`src/rtl/bft_stream_packetizer_if.sv`:
```
`default_nettype none
// ============================================================================
// Module   : bft_stream_packetizer_if
// Purpose  : Bundles the user stream, the BFT packet buses and the credit
//            status of the stream packetizer into one interface.
// Ports    : master - driven by the host side (destination, user stream,
//                     returned packets, resend)
//            slave  - the packetizer (ack, outgoing packet, credit status)
// Revision : 1.0 - initial release
// ============================================================================
interface bft_stream_packetizer_if #(
    parameter int PACKET_BITS        = 49,
    parameter int PAYLOAD_BITS       = 32,
    parameter int NUM_LEAF_BITS      = 3,
    parameter int NUM_PORT_BITS      = 4,
    parameter int NUM_BRAM_ADDR_BITS = 7
) ();
    logic [NUM_LEAF_BITS-1:0]      dest_leaf;
    logic [NUM_PORT_BITS-1:0]      dest_port;
    logic [PAYLOAD_BITS-1:0]       din_user;
    logic                          vld_user;
    logic                          ack_user;
    logic [PACKET_BITS-1:0]        dout_pkt;
    logic [PACKET_BITS-1:0]        din_pkt;
    logic                          resend;
    logic [NUM_BRAM_ADDR_BITS:0]   credits;
    logic                          credit_err;

    modport master (
        output dest_leaf, dest_port, din_user, vld_user, din_pkt, resend,
        input  ack_user, dout_pkt, credits, credit_err
    );

    modport slave (
        input  dest_leaf, dest_port, din_user, vld_user, din_pkt, resend,
        output ack_user, dout_pkt, credits, credit_err
    );
endinterface
`default_nettype wire

```
`src/rtl/bft_stream_packetizer.sv`:
```
`default_nettype none
// ============================================================================
// Module   : bft_stream_packetizer
// Purpose  : Transmit end of the leaf packet protocol. Wraps a 32-bit
//            vld/ack user stream into 49-bit BFT packets for one destination
//            leaf/port, and tracks receive-buffer credits returned by the
//            destination through freespace-update packets.
// Ports    : clk    - clock
//            reset  - asynchronous active-high reset
//            pkt_if - slave side of bft_stream_packetizer_if
//                     (dest_leaf/dest_port, din_user/vld_user/ack_user,
//                      dout_pkt, din_pkt, resend, credits, credit_err)
// Revision : 1.0 - initial release
// ============================================================================
module bft_stream_packetizer #(
    parameter int PACKET_BITS           = 49,
    parameter int PAYLOAD_BITS          = 32,
    parameter int NUM_LEAF_BITS         = 3,
    parameter int NUM_PORT_BITS         = 4,
    parameter int NUM_ADDR_BITS         = 7,
    parameter int NUM_BRAM_ADDR_BITS    = 7,
    parameter int FREESPACE_UPDATE_SIZE = 64
) (
    input  wire logic                  clk,
    input  wire logic                  reset,
    bft_stream_packetizer_if.slave     pkt_if
);
    localparam int CREDIT_BITS = NUM_BRAM_ADDR_BITS + 1;
    // Headroom so credits + an 8-bit grant cannot wrap before the clamp test.
    localparam int SUM_BITS    = CREDIT_BITS + 2;
    localparam logic [CREDIT_BITS-1:0] MAX_CREDITS =
        {1'b1, {NUM_BRAM_ADDR_BITS{1'b0}}};

    // Field boundaries inside a packet, MSB first.
    localparam int LEAF_LSB = PACKET_BITS - 1 - NUM_LEAF_BITS;
    localparam int PORT_LSB = LEAF_LSB - NUM_PORT_BITS;
    localparam int ADDR_LSB = PORT_LSB - NUM_ADDR_BITS;
    localparam int TYPE_LSB = PAYLOAD_BITS;

    localparam logic [1:0] TYPE_DATA  = 2'b00;
    localparam logic [1:0] TYPE_FREE  = 2'b01;
    localparam logic [1:0] TYPE_HELLO = 2'b10;

    typedef enum logic [1:0] {
        S_INIT  = 2'd0,
        S_HELLO = 2'd1,
        S_RUN   = 2'd2
    } state_t;

    state_t                     state_q;
    logic [NUM_LEAF_BITS-1:0]   leaf_q;
    logic [NUM_PORT_BITS-1:0]   port_q;
    logic [NUM_ADDR_BITS-1:0]   addr_q;
    logic [CREDIT_BITS-1:0]     credits_q;
    logic [CREDIT_BITS-1:0]     credits_d;
    logic                       credit_err_q;
    logic [PACKET_BITS-1:0]     dout_q;

    logic                       ack;
    logic                       xfer;
    logic                       grant_hit;
    logic [7:0]                 grant;
    logic [SUM_BITS-1:0]        credit_sum;
    logic                       overflow;
    logic                       unused_pkt_bits;

    function automatic logic [PACKET_BITS-1:0] make_pkt(
        input logic [NUM_LEAF_BITS-1:0] leaf,
        input logic [NUM_PORT_BITS-1:0] port,
        input logic [NUM_ADDR_BITS-1:0] addr,
        input logic [1:0]               ptype,
        input logic [PAYLOAD_BITS-1:0]  payload
    );
        return {1'b1, leaf, port, addr, ptype, payload};
    endfunction

    // The hello payload advertises the full receive-buffer depth.
    function automatic logic [PACKET_BITS-1:0] hello_pkt(
        input logic [NUM_LEAF_BITS-1:0] leaf,
        input logic [NUM_PORT_BITS-1:0] port
    );
        return make_pkt(leaf, port, '0, TYPE_HELLO,
                        PAYLOAD_BITS'(MAX_CREDITS));
    endfunction

    always_comb begin
        // A resend cycle never accepts data, so the restart loses nothing.
        ack       = (state_q == S_RUN) && (credits_q != '0) && !pkt_if.resend;
        xfer      = ack && pkt_if.vld_user;
        // Destination is not latched until INIT completes, so no matching there.
        grant_hit = pkt_if.din_pkt[PACKET_BITS-1]
                 && (pkt_if.din_pkt[TYPE_LSB+1:TYPE_LSB] == TYPE_FREE)
                 && (pkt_if.din_pkt[PACKET_BITS-2:LEAF_LSB] == leaf_q)
                 && (pkt_if.din_pkt[LEAF_LSB-1:PORT_LSB] == port_q)
                 && (state_q != S_INIT);
        grant     = grant_hit ? pkt_if.din_pkt[7:0] : 8'd0;
        // xfer implies credits_q >= 1, so the subtraction cannot underflow.
        credit_sum = SUM_BITS'(credits_q) + SUM_BITS'(grant) - SUM_BITS'(xfer);
        overflow   = credit_sum > SUM_BITS'(MAX_CREDITS);
        credits_d  = overflow ? MAX_CREDITS : credit_sum[CREDIT_BITS-1:0];
    end

    assign unused_pkt_bits = ^{pkt_if.din_pkt[PORT_LSB-1:ADDR_LSB],
                               pkt_if.din_pkt[PAYLOAD_BITS-1:8]};

    always_ff @(posedge clk or posedge reset) begin
        if (reset) begin
            state_q      <= S_INIT;
            leaf_q       <= '0;
            port_q       <= '0;
            addr_q       <= '0;
            credits_q    <= MAX_CREDITS;
            credit_err_q <= 1'b0;
            dout_q       <= '0;
        end else begin
            case (state_q)
                S_INIT: begin
                    // Hello is registered here so it is on the bus while in HELLO.
                    leaf_q  <= pkt_if.dest_leaf;
                    port_q  <= pkt_if.dest_port;
                    dout_q  <= hello_pkt(pkt_if.dest_leaf, pkt_if.dest_port);
                    state_q <= S_HELLO;
                end
                S_HELLO: begin
                    dout_q       <= '0;
                    credits_q    <= credits_d;
                    credit_err_q <= credit_err_q | overflow;
                    state_q      <= S_RUN;
                end
                S_RUN: begin
                    if (pkt_if.resend) begin
                        // Restart: re-sample destination and re-announce.
                        leaf_q    <= pkt_if.dest_leaf;
                        port_q    <= pkt_if.dest_port;
                        dout_q    <= hello_pkt(pkt_if.dest_leaf, pkt_if.dest_port);
                        addr_q    <= '0;
                        credits_q <= MAX_CREDITS;
                        state_q   <= S_HELLO;
                    end else begin
                        if (xfer) begin
                            dout_q <= make_pkt(leaf_q, port_q, addr_q, TYPE_DATA,
                                               pkt_if.din_user);
                            addr_q <= addr_q + NUM_ADDR_BITS'(1);
                        end else begin
                            dout_q <= '0;
                        end
                        credits_q    <= credits_d;
                        credit_err_q <= credit_err_q | overflow;
                    end
                end
                default: begin
                    dout_q  <= '0;
                    state_q <= S_INIT;
                end
            endcase
        end
    end

    assign pkt_if.ack_user   = ack;
    assign pkt_if.dout_pkt   = dout_q;
    assign pkt_if.credits    = credits_q;
    assign pkt_if.credit_err = credit_err_q;
endmodule
`default_nettype wire

```
`src/flat_wrapper.sv`:
```
// flat-port wrapper written by rule: the top's interface ports become plain ports
module bft_stream_packetizer_flat 
#(
    parameter int PACKET_BITS           = 49,
    parameter int PAYLOAD_BITS          = 32,
    parameter int NUM_LEAF_BITS         = 3,
    parameter int NUM_PORT_BITS         = 4,
    parameter int NUM_ADDR_BITS         = 7,
    parameter int NUM_BRAM_ADDR_BITS    = 7,
    parameter int FREESPACE_UPDATE_SIZE = 64
)
  (clk, reset, pkt_if_dest_leaf, pkt_if_dest_port, pkt_if_din_user, pkt_if_vld_user, pkt_if_din_pkt, pkt_if_resend, pkt_if_ack_user, pkt_if_dout_pkt, pkt_if_credits, pkt_if_credit_err);
  bft_stream_packetizer_if #(.PACKET_BITS(PACKET_BITS), .PAYLOAD_BITS(PAYLOAD_BITS), .NUM_LEAF_BITS(NUM_LEAF_BITS), .NUM_PORT_BITS(NUM_PORT_BITS), .NUM_BRAM_ADDR_BITS(NUM_BRAM_ADDR_BITS)) pkt_if_i ();
  input  wire logic clk;
  input  wire logic reset;
  input wire logic [$bits(pkt_if_i.dest_leaf)-1:0] pkt_if_dest_leaf;
  input wire logic [$bits(pkt_if_i.dest_port)-1:0] pkt_if_dest_port;
  input wire logic [$bits(pkt_if_i.din_user)-1:0] pkt_if_din_user;
  input wire logic [$bits(pkt_if_i.vld_user)-1:0] pkt_if_vld_user;
  input wire logic [$bits(pkt_if_i.din_pkt)-1:0] pkt_if_din_pkt;
  input wire logic [$bits(pkt_if_i.resend)-1:0] pkt_if_resend;
  output wire logic [$bits(pkt_if_i.ack_user)-1:0] pkt_if_ack_user;
  output wire logic [$bits(pkt_if_i.dout_pkt)-1:0] pkt_if_dout_pkt;
  output wire logic [$bits(pkt_if_i.credits)-1:0] pkt_if_credits;
  output wire logic [$bits(pkt_if_i.credit_err)-1:0] pkt_if_credit_err;
  assign pkt_if_i.dest_leaf = pkt_if_dest_leaf;
  assign pkt_if_i.dest_port = pkt_if_dest_port;
  assign pkt_if_i.din_user = pkt_if_din_user;
  assign pkt_if_i.vld_user = pkt_if_vld_user;
  assign pkt_if_i.din_pkt = pkt_if_din_pkt;
  assign pkt_if_i.resend = pkt_if_resend;
  assign pkt_if_ack_user = pkt_if_i.ack_user;
  assign pkt_if_dout_pkt = pkt_if_i.dout_pkt;
  assign pkt_if_credits = pkt_if_i.credits;
  assign pkt_if_credit_err = pkt_if_i.credit_err;
  bft_stream_packetizer #(.PACKET_BITS(PACKET_BITS), .PAYLOAD_BITS(PAYLOAD_BITS), .NUM_LEAF_BITS(NUM_LEAF_BITS), .NUM_PORT_BITS(NUM_PORT_BITS), .NUM_ADDR_BITS(NUM_ADDR_BITS), .NUM_BRAM_ADDR_BITS(NUM_BRAM_ADDR_BITS), .FREESPACE_UPDATE_SIZE(FREESPACE_UPDATE_SIZE)) u_core (.clk(clk), .reset(reset), .pkt_if(pkt_if_i));
endmodule
```
`config.mk`:
```
export PLATFORM = sky130hd
export DESIGN_NAME = bft_stream_packetizer_flat
export DESIGN_NICKNAME = d
export VERILOG_FILES = /design/src/rtl/bft_stream_packetizer_if.sv /design/src/rtl/bft_stream_packetizer.sv /design/src/flat_wrapper.sv
export SDC_FILE = /design/constraint.sdc
export NUM_CORES = 1
export LEC_CHECK = 0
export ABC_CLOCK_PERIOD_IN_PS = 6100
export CORE_MARGIN = 2
export CORE_UTILIZATION = 46
export DETAILED_ROUTE_END_ITERATION = 10
export PLACE_DENSITY = 0.93
export SLEW_MARGIN = 5
export SYNTH_ARGS = -nofsm -noshare
export SYNTH_HDL_FRONTEND = slang
export SYNTH_SLANG_ARGS = --single-unit
```
`constraint.sdc`:
```
create_clock -name clk -period 6.1 [get_ports clk]
set_input_delay 1.83 -clock clk [delete_from_list [all_inputs] [get_ports clk]]
set_output_delay 1.83 -clock clk [all_outputs]
set_load 0.01 [all_outputs]
```
* After elaboration in Yosys (flattened, before gate mapping)
Index checks and enable logic that the tools add are counted.
Storage, ports and cells: flip-flop bits (word level) 74, bits of input ports 92, output and inout port bits 59, logic and storage cells 53
Operators by class: add/sub/neg operators 3, $lt $le $gt $ge 1, equal/unequal tests 7, muxes and demuxes 17, bitwise operators 1, reduce and logical (&&, ||, !) cells 17
Operators with widths (count):
- 2-to-1 mux 49 bit | 2
- one-hot mux 49 bit (2 select lines) | 1
- 2-to-1 mux 8 bit | 3
- one-hot mux 8 bit (2 select lines) | 1
- 2-to-1 mux 7 bit | 2
- > comparator 10 x 8 -> 1 bit, second input constant | 1
- subtractor 10 x 1 -> 10 bit | 1
- adder 8 x 8 -> 9 bit | 1
- one-hot mux 4 bit (2 select lines) | 1
- nonzero test 2 bit | 4
- nonzero test 8 bit | 1
- adder 7 x 1 -> 7 bit, second input constant | 1
- logical AND 1 bit | 7
- one-hot mux 2 bit (3 select lines) | 1
- one-hot mux 3 bit (2 select lines) | 1
- AND reduction 2 bit | 3
- == test 2 x 1 -> 1 bit, second input constant | 2
- == test 4 bit | 1
- 2-to-1 mux 4 bit | 1
- != test 2 bit, second input constant | 2
- == test 3 bit | 1
- 2-to-1 mux 3 bit | 1
- == test 2 bit, second input constant | 1
- logical NOT 2 bit | 1
- other kinds (5) | 5

* Logic depth before layout (Yosys ltp)
depth in word-level cells 12, gate-level depth with buffers 17, gate-level depth less buffers 17

* Worst setup path after synthesis
Ideal clock, no wire load.
path type input port to flip-flop, start point input port pkt_if_din_pkt[48], end point register u_core.credits_q[1], in the netlist u_core.pkt_if.credits[1], setup time 0.140 ns, data arrival time 4.747 ns, required time 5.960 ns, slack 1.213 ns, stages 15, path buffers 0, cells stage by stage nor4bb_1 nand4_1 nor2_1 and2_1 ha_1 inv_1 fa_1 ha_1 xor2_1 and3_1 maj3_1 nand3_1 a21oi_1 o21ai_2 o22ai_1
Between the ends: cells in the longest elaborated chain, start to end 11
RTL lines:
- start, declared | RTL line flat_wrapper.sv:20 | input wire logic [$bits(pkt_if_i.din_pkt)-1:0] pkt_if_din_pkt;
- logical AND 1 bit (*) | RTL line bft_stream_packetizer.sv:92 | && (pkt_if.din_pkt[TYPE_LSB+1:TYPE_LSB] == TYPE_FREE)
- logical AND 1 bit (*) | RTL line bft_stream_packetizer.sv:93 | && (pkt_if.din_pkt[PACKET_BITS-2:LEAF_LSB] == leaf_q)
- logical AND 1 bit (*) | RTL line bft_stream_packetizer.sv:94 | && (pkt_if.din_pkt[LEAF_LSB-1:PORT_LSB] == port_q)
- logical AND 1 bit (*) | RTL line bft_stream_packetizer.sv:95 | && (state_q != S_INIT);
- 2-to-1 mux 8 bit (*) | RTL line bft_stream_packetizer.sv:96 | grant = grant_hit ? pkt_if.din_pkt[7:0] : 8'd0;
- adder 8 x 8 -> 9 bit (*) | RTL line bft_stream_packetizer.sv:98 | credit_sum = SUM_BITS'(credits_q) + SUM_BITS'(grant) - SUM_BITS'(xfer);
- subtractor 10 x 1 -> 10 bit (*) | RTL line bft_stream_packetizer.sv:98
- > comparator 10 x 8 -> 1 bit | RTL line bft_stream_packetizer.sv:99 | overflow = credit_sum > SUM_BITS'(MAX_CREDITS);
- 2-to-1 mux 8 bit (*) | RTL line bft_stream_packetizer.sv:100 | credits_d = overflow ? MAX_CREDITS : credit_sum[CREDIT_BITS-1:0];
- 2-to-1 mux 8 bit | RTL line bft_stream_packetizer.sv:131 | if (pkt_if.resend) begin
- one-hot mux 8 bit (2 select lines) (*) | RTL line bft_stream_packetizer.sv:116 | case (state_q)
- end signal, assigned | RTL line bft_stream_packetizer.sv:126 | credits_q <= credits_d;
- end signal, assigned | RTL line bft_stream_packetizer.sv:147 | credits_q <= credits_d;
- end, declared | RTL line bft_stream_packetizer.sv:54 | logic [CREDIT_BITS-1:0] credits_q;
Every way passes the cells marked *; elsewhere a longest branch is shown, timed or not. A chain may end at the register's enable or synchronous reset.

* Final worst setup path
start point input port pkt_if_resend, end point output port pkt_if_ack_user
Between the ends: cells in the longest elaborated chain, start to end 2
RTL lines:
- start, declared | RTL line flat_wrapper.sv:21 | input wire logic [$bits(pkt_if_i.resend)-1:0] pkt_if_resend;
- logical NOT 1 bit | RTL line bft_stream_packetizer.sv:88 | ack = (state_q == S_RUN) && (credits_q != '0) && !pkt_if.resend;
- logical AND 1 bit | RTL line bft_stream_packetizer.sv:88
- end, declared | RTL line flat_wrapper.sv:22 | output wire logic [$bits(pkt_if_i.ack_user)-1:0] pkt_if_ack_user;
Every way passes these cells.

==> reports/results.ini <==
[logic_synthesis]
netlist_area_mm2 = 0.00348
synthesized_flop_and_latch_total = 73
syn-mean-instance-area_um2 = 10.6
synthCells = 328
synth_top_flop_cell = dfrtp_1
synthArstFlopShare_pct = 100
yosysSeqAreaShare_pct = 52.5
syn-num-nets = 435
synth_cell_type_count = 52
synth-edff-count = 0
yosysWarningCount = 0

[power_and_ir_drop]
vdd_ir_drop_max_uv = 191
leakage_nw = 2.31
p_per_area_mw_per_mm2 = 348

[clock_network]
post_cts.repair.setup_buffers = 0
ctsResizeCount = 0
cts_sinks = 73
clock_latency_ns = 0.34
cts_made_buffers = 9
clkTransAtPathRegs_ns = 0.08
ctsLongestPathBuffers = 2
cts_root_buffer = clkbuf_8
tritoncts = yes
holdBufCountCts = 0
htree_levels = 3

[min_path]
worstHoldPathType = reg2reg

[worst_setup_path]
worstRegToRegCells = 17
r2r-end = u_core.pkt_if.credits[1]
cp-startpoint = pkt_if_resend
critPathArrivalTime_ns = 3.75
critPathLaunchType = input pin
rr_startpoint = u_core.state_q[0]
timing.reg2reg.setup_slack_ns = 1.84
kind_of_capture_point_of_the_worst_setup_path = primary output
worstSetupEndpoint = pkt_if_ack_user
worstSetupPathType = in2out
crit_fanout = 14
worst_ep_required_time_ns = 4.27

[global_route]
grt_max_degree = 50
track_usage_pct = 21.9
globalRouteOverflowTotal = 0
grt_first_pass_wirelength_um = 14400
first_global_vias = 2946
antenna_found_initial = 0

[sta]
finalWorstPathRequiredPeriod_ns = 5.58
final_max_slew_viol_count = 0
rsz0062_at_grt = false
worst_clock_skew_ns = 0.0103
fmaxAchievable_mhz = 179
timing_worst_slew_pin_value_ns = 0.984
final_period_utilization_pct = 91.4
final.setup.tns_ns = 0
final_hold_viol_count = 0
setup_viol = 0
max_slew_margin_pct = 34.3

[run_status]
run_status = complete, no violations

[placement]
port_buffers = 118
placed_wire_length_estimate_um = 6650
gpl.final_weighted_congestion = 0.942

[floorplan]
die_width_um = 91.0
die_height_um = 91.0
dieArea_mm2 = 0.00828
rows = 31
initial_utilization_pct = 47.8
num_io_pins = 151
placeable_area_mm2 = 0.00729

[cells_and_area]
most_common_cell_after_layout_fill_and_taps_aside = clkdlybuf4s50_1
ant_cells = 0
area_growth_from_synthesis_to_layout_pct = 42.4
postLayoutCoreUtil_pct = 68.0
count_of_nets_after_finishing = 554
post_route_cells_drive_above_1_share_pct = 9.51
number_of_fill_cells_in_the_layout = 554
layout.cells.most_common_list = clkdlybuf4s50_1, dfrtp_1, and3_1

[run]
drv_cap = 0

[routing]
number_of_iterations_in_the_first_detailed_routing_pass = 4
drtIter0Drc = 127
drc = 0
antenna_violating_nets_post_route = 0
avgRoutedWirePerCell_um = 16.2
routed-via-count = 2999
via_per_instance_ratio = 5.44
wirelength_um = 8940

## area by class of cell
cell class                      count  area, µm²  area share [%]
Multi-Input combinational cell    225       1540            31.1
Tap cell                           99        124            2.50
Inverter                           14       52.6            1.06
Clock buffer                        9        124            2.50
Timing Repair Buffer              124       1230            24.7
Sequential cell                    73       1830            36.9
Clock inverter                      7       62.6            1.26
## cells in the mapped netlist, types with 6 or more instances
| master | n | share of area [%] |
|---|---|---|
| inv_1 | 14 | 1.5 |
| mux2_2 | 7 | 2.3 |
| and2_1 | 10 | 1.8 |
| ha_1 | 14 | 5.0 |
| o21ai_0 | 9 | 1.3 |
| clkbuf_1 | 14 | 1.5 |
| nor2_1 | 29 | 3.1 |
| xor2_1 | 6 | 1.5 |
| nand2_1 | 15 | 1.6 |
| a21oi_1 | 18 | 2.6 |
| xnor2_1 | 11 | 2.8 |
| dfrtp_1 | 72 | 52 |
| and3_1 | 40 | 7.2 |
## flip-flops by register name, indices dropped and copies added, names as in the netlist
| signal | count |
|---|---|
| u_core.pkt_if.dout_pkt | 48 |
| u_core.pkt_if.credits | 8 |
| u_core.state_q | 2 |
| u_core.leaf_q | 3 |
| u_core.port_q | 4 |
| u_core.pkt_if.credit_err | 1 |
| u_core.addr_q | 7 |
## critical path, stage by stage
cell             delay, ns
clkdlybuf4s50_1       0.50
nand2b_1              0.28
a21oi_2               0.47
clkdlybuf4s50_1       0.65
## where the power goes
part	internal, W	leakage, nW	switching, W
Sequential	0.000587	0.973	0.0000777
Clock	0.000156	0.0863	0.000196
Combinational	0.000348	1.25	0.000360
## through the flow
stage / std cells / cell area, µm² / hold WS (ns) / power [W] / worst slack [ns]
5_1_grt: 551 / 4960 / 0.506 / 0.00183 / 0.411
6_report: 551 / 4960 / 0.479 / 0.00172 / 0.524
3_3_place_gp: 535 / 4770 / 0.473 / 0.00134 / 0.493
2_1_floorplan: 328 / 3480 / 0.480 / 0.00109 / 1.21
4_1_cts: 551 / 4960 / 0.480 / 0.00173 / 0.535
3_5_place_dp: 535 / 4770 / 0.451 / 0.00137 / 0.366
## worst min path at each step
stage / cells after the start / slack, ns / start / to
global placement: 1 / 0.47 / u_core.pkt_if.credit_err / u_core.pkt_if.credit_err
finish: 1 / 0.48 / u_core.pkt_if.credit_err / u_core.pkt_if.credit_err
detailed placement: 1 / 0.45 / u_core.pkt_if.credit_err / u_core.pkt_if.credit_err
global route: 1 / 0.51 / u_core.pkt_if.credit_err / u_core.pkt_if.credit_err
floorplan: 1 / 0.48 / u_core.addr_q[0] / u_core.addr_q[0]
CTS: 1 / 0.48 / u_core.pkt_if.credit_err / u_core.pkt_if.credit_err
## metal layers
metal	GRT usage, %	share of wire (%)	up-vias	wire length [µm]
li1	-	-	1401	-
met1	28.2	43	1434	3810
met2	36.0	49	143	4370
met3	5.15	6.0	21	540
met4	8.59	2.3	0	209
met5	0	0	-	0
## logic make-up (layout without fill, tap and decap cells)
logic type | Yosys count | in the layout | synth area share [%]
and+or+nand+nor | 126 | 126 | 19.7
DFF | 73 | 73 | 52.5
AOI/OAI and AO/OA | 58 | 58 | 11.9
buffers and inverters | 30 | 154 | 3.38
xor gates and xnor gates | 17 | 17 | 4.28
adders and majority gates | 16 | 16 | 5.89
muxes | 7 | 7 | 2.26
other | 1 | 1 | 0.108
Note: power is estimated with default switching activity, not from simulation.
==> RTL edit, RTL diff (same flow settings) <==
`NUM_BRAM_ADDR_BITS` is set to 7 in 3 places; all go to 6.
--- a/src/rtl/bft_stream_packetizer_if.sv
+++ b/src/rtl/bft_stream_packetizer_if.sv
@@ -15,3 +15,3 @@
     parameter int NUM_PORT_BITS      = 4,
-    parameter int NUM_BRAM_ADDR_BITS = 7
+    parameter int NUM_BRAM_ADDR_BITS = 6
 ) ();
--- a/src/rtl/bft_stream_packetizer.sv
+++ b/src/rtl/bft_stream_packetizer.sv
@@ -20,3 +20,3 @@
     parameter int NUM_ADDR_BITS         = 7,
-    parameter int NUM_BRAM_ADDR_BITS    = 7,
+    parameter int NUM_BRAM_ADDR_BITS    = 6,
     parameter int FREESPACE_UPDATE_SIZE = 64
--- a/src/flat_wrapper.sv
+++ b/src/flat_wrapper.sv
@@ -8,3 +8,3 @@
     parameter int NUM_ADDR_BITS         = 7,
-    parameter int NUM_BRAM_ADDR_BITS    = 7,
+    parameter int NUM_BRAM_ADDR_BITS    = 6,
     parameter int FREESPACE_UPDATE_SIZE = 64
Interface: changed (resized pkt_if_credits); port bits go from 151 to 150. The function was not compared with the original's and may differ.
==> RTL edit against the unedited design <==
Total power rose by 17%; sequential cell count fell by 1; largest power group unchanged; worst setup slack improved by 0.13 ns; critical path type unchanged; sequential share of layout area rose by 0.37 points; cell area fell by 2.3%; highest routed layer unchanged; critical endpoint unchanged; die area fell by 3.6%; area after synthesis fell by 3.8%; count of clock-buffer cells in the layout did not move; largest cell class unchanged; wire length fell by 8.5%.
==> RTL edit: results (changes against the unedited design) <==
synthesis:
  yosysUniqueCellTypes: 40  # was 52
  syn_nets: 424  # was 435
  yosysSeqAreaShare_pct: 53.8  # was 52.5%
  synth-xor-area-share_pct: 4.18  # was 4.28%
  yosys-top-cells-count: "dfrtp_1 (71), and3_1 (41), inv_1 (26)"  # was dfrtp_1 (72), and3_1 (40), nor2_1 (29)
  synth_compound_area_share_pct: 9.90  # was 11.9%
  synthTopCellsByArea: "dfrtp_1 (53%), and3_1 (7.7%), ha_1 (7.1%), xor2_1 (3.9%), inv_1 (2.9%)"  # was dfrtp_1 (52%), and3_1 (7.2%), ha_1 (5.0%), nor2_1 (3.1%), xnor2_1 (2.8%)
  synth_fa_ha_area_share_pct: 7.69  # was 5.89%
  synthMuxAreaShare_pct: 2.65  # was 2.26%
status:
  status: "complete, no violations"  # unchanged
global_route:
  grt_usage_pct: 20.8  # was 21.9%
  grt_pass1_wl_um: 12800  # was 14400 um
  grt_max_degree: 42  # was 50
power:
  ir_drop_v: 0.000317  # was 0.000191 V
  p_leak_uw: 0.00238  # was 0.00231 uW
critical_path:
  worstRegToRegCells: 15  # was 17
  r2r-end: "u_core.pkt_if.credit_err$_DFFE_PP0P_"  # was u_core.pkt_if.credits[1]$_DFFE_PP0P_
  crit_arrival_ns: 3.62  # was 3.75 ns
  cp_max_fo: 40  # was 14
  rrSetupSlack_ns: 1.77  # was 1.84 ns
placement:
  place_hpwl_um: 5960  # was 6650 um
  routabilityCongestion: 0.848  # was 0.942
route:
  routed_wl_um: 8180  # was 8940 um
  via_count: 2710  # was 2999
  drtIter0Drc: 139  # was 127
finish:
  drive_gt1_share_pct: 8.31  # was 9.51%
  layout.nets: 540  # was 554
  num_antenna_cells: 0  # unchanged
timing:
  skew_ns: 0.00958  # was 0.0103 ns
  slew-limit-headroom_pct: 49.4  # was 34.3%
clock_tree:
  clk_pin_slew_ns: 0.08  # about the same
## RTL edit: cell count changes after synthesis, moves of 5 or more
cell	change
a21o_1	+11
and2_1	-7
ha_1	+5
inv_1	+12
nand3_1	+6
nor2_1	-14
o22ai_1	+5
xnor2_1	-10
xor2_1	+9
## RTL edit: area by class of cell
type / count / area (um^2)
clock buffer: 9 / 124
clock inverter: 7 / 103
fill: 561 / 2300
inverter: 26 / 97.6
multi-input combinational: 197 / 1380
sequential: 72 / 1800
tap: 99 / 124
timing repair buffer: 122 / 1210
## RTL edit: metrics by stage
| step | setup WS (ns) | std cells | cell area [um^2] | hold WS (ns) | power [uW] |
|---|---|---|---|---|---|
| 3_3_place_gp | 0.534 | 516 | 4610 | 0.462 | 1530 |
| 3_5_place_dp | 0.331 | 516 | 4610 | 0.465 | 1570 |
| 5_1_grt | 0.486 | 532 | 4840 | 0.517 | 2140 |
| 2_1_floorplan | 1.12 | 312 | 3350 | 0.484 | 1270 |
| 4_1_cts | 0.649 | 532 | 4840 | 0.493 | 2010 |
| 6_report | 0.649 | 532 | 4840 | 0.494 | 2010 |
## RTL edit: metal layers
metal / vias to the layer above / global-route usage (%) / wire [um]
met4: 0 / 3.66 / 39
met3: 5 / 5.08 / 597
met5: - / 0 / 0
li1: 1296 / - / -
met2: 116 / 35.8 / 3880
met1: 1293 / 27.2 / 3660
## RTL edit: where the power goes
part / total [uW] / internal (uW) / switching [uW]
clock: 433 / 236 / 197
sequential: 635 / 571 / 63.8
combinational: 942 / 440 / 502
total: 2010 / 1250 / 763
## RTL edit: worst max-delay path, stage by stage
cell and delay [ns]:
clkdlybuf4s50_1 0.43, nand2b_1 0.23, a41oi_2 0.20, buf_4 0.33, clkdlybuf4s50_1 0.60
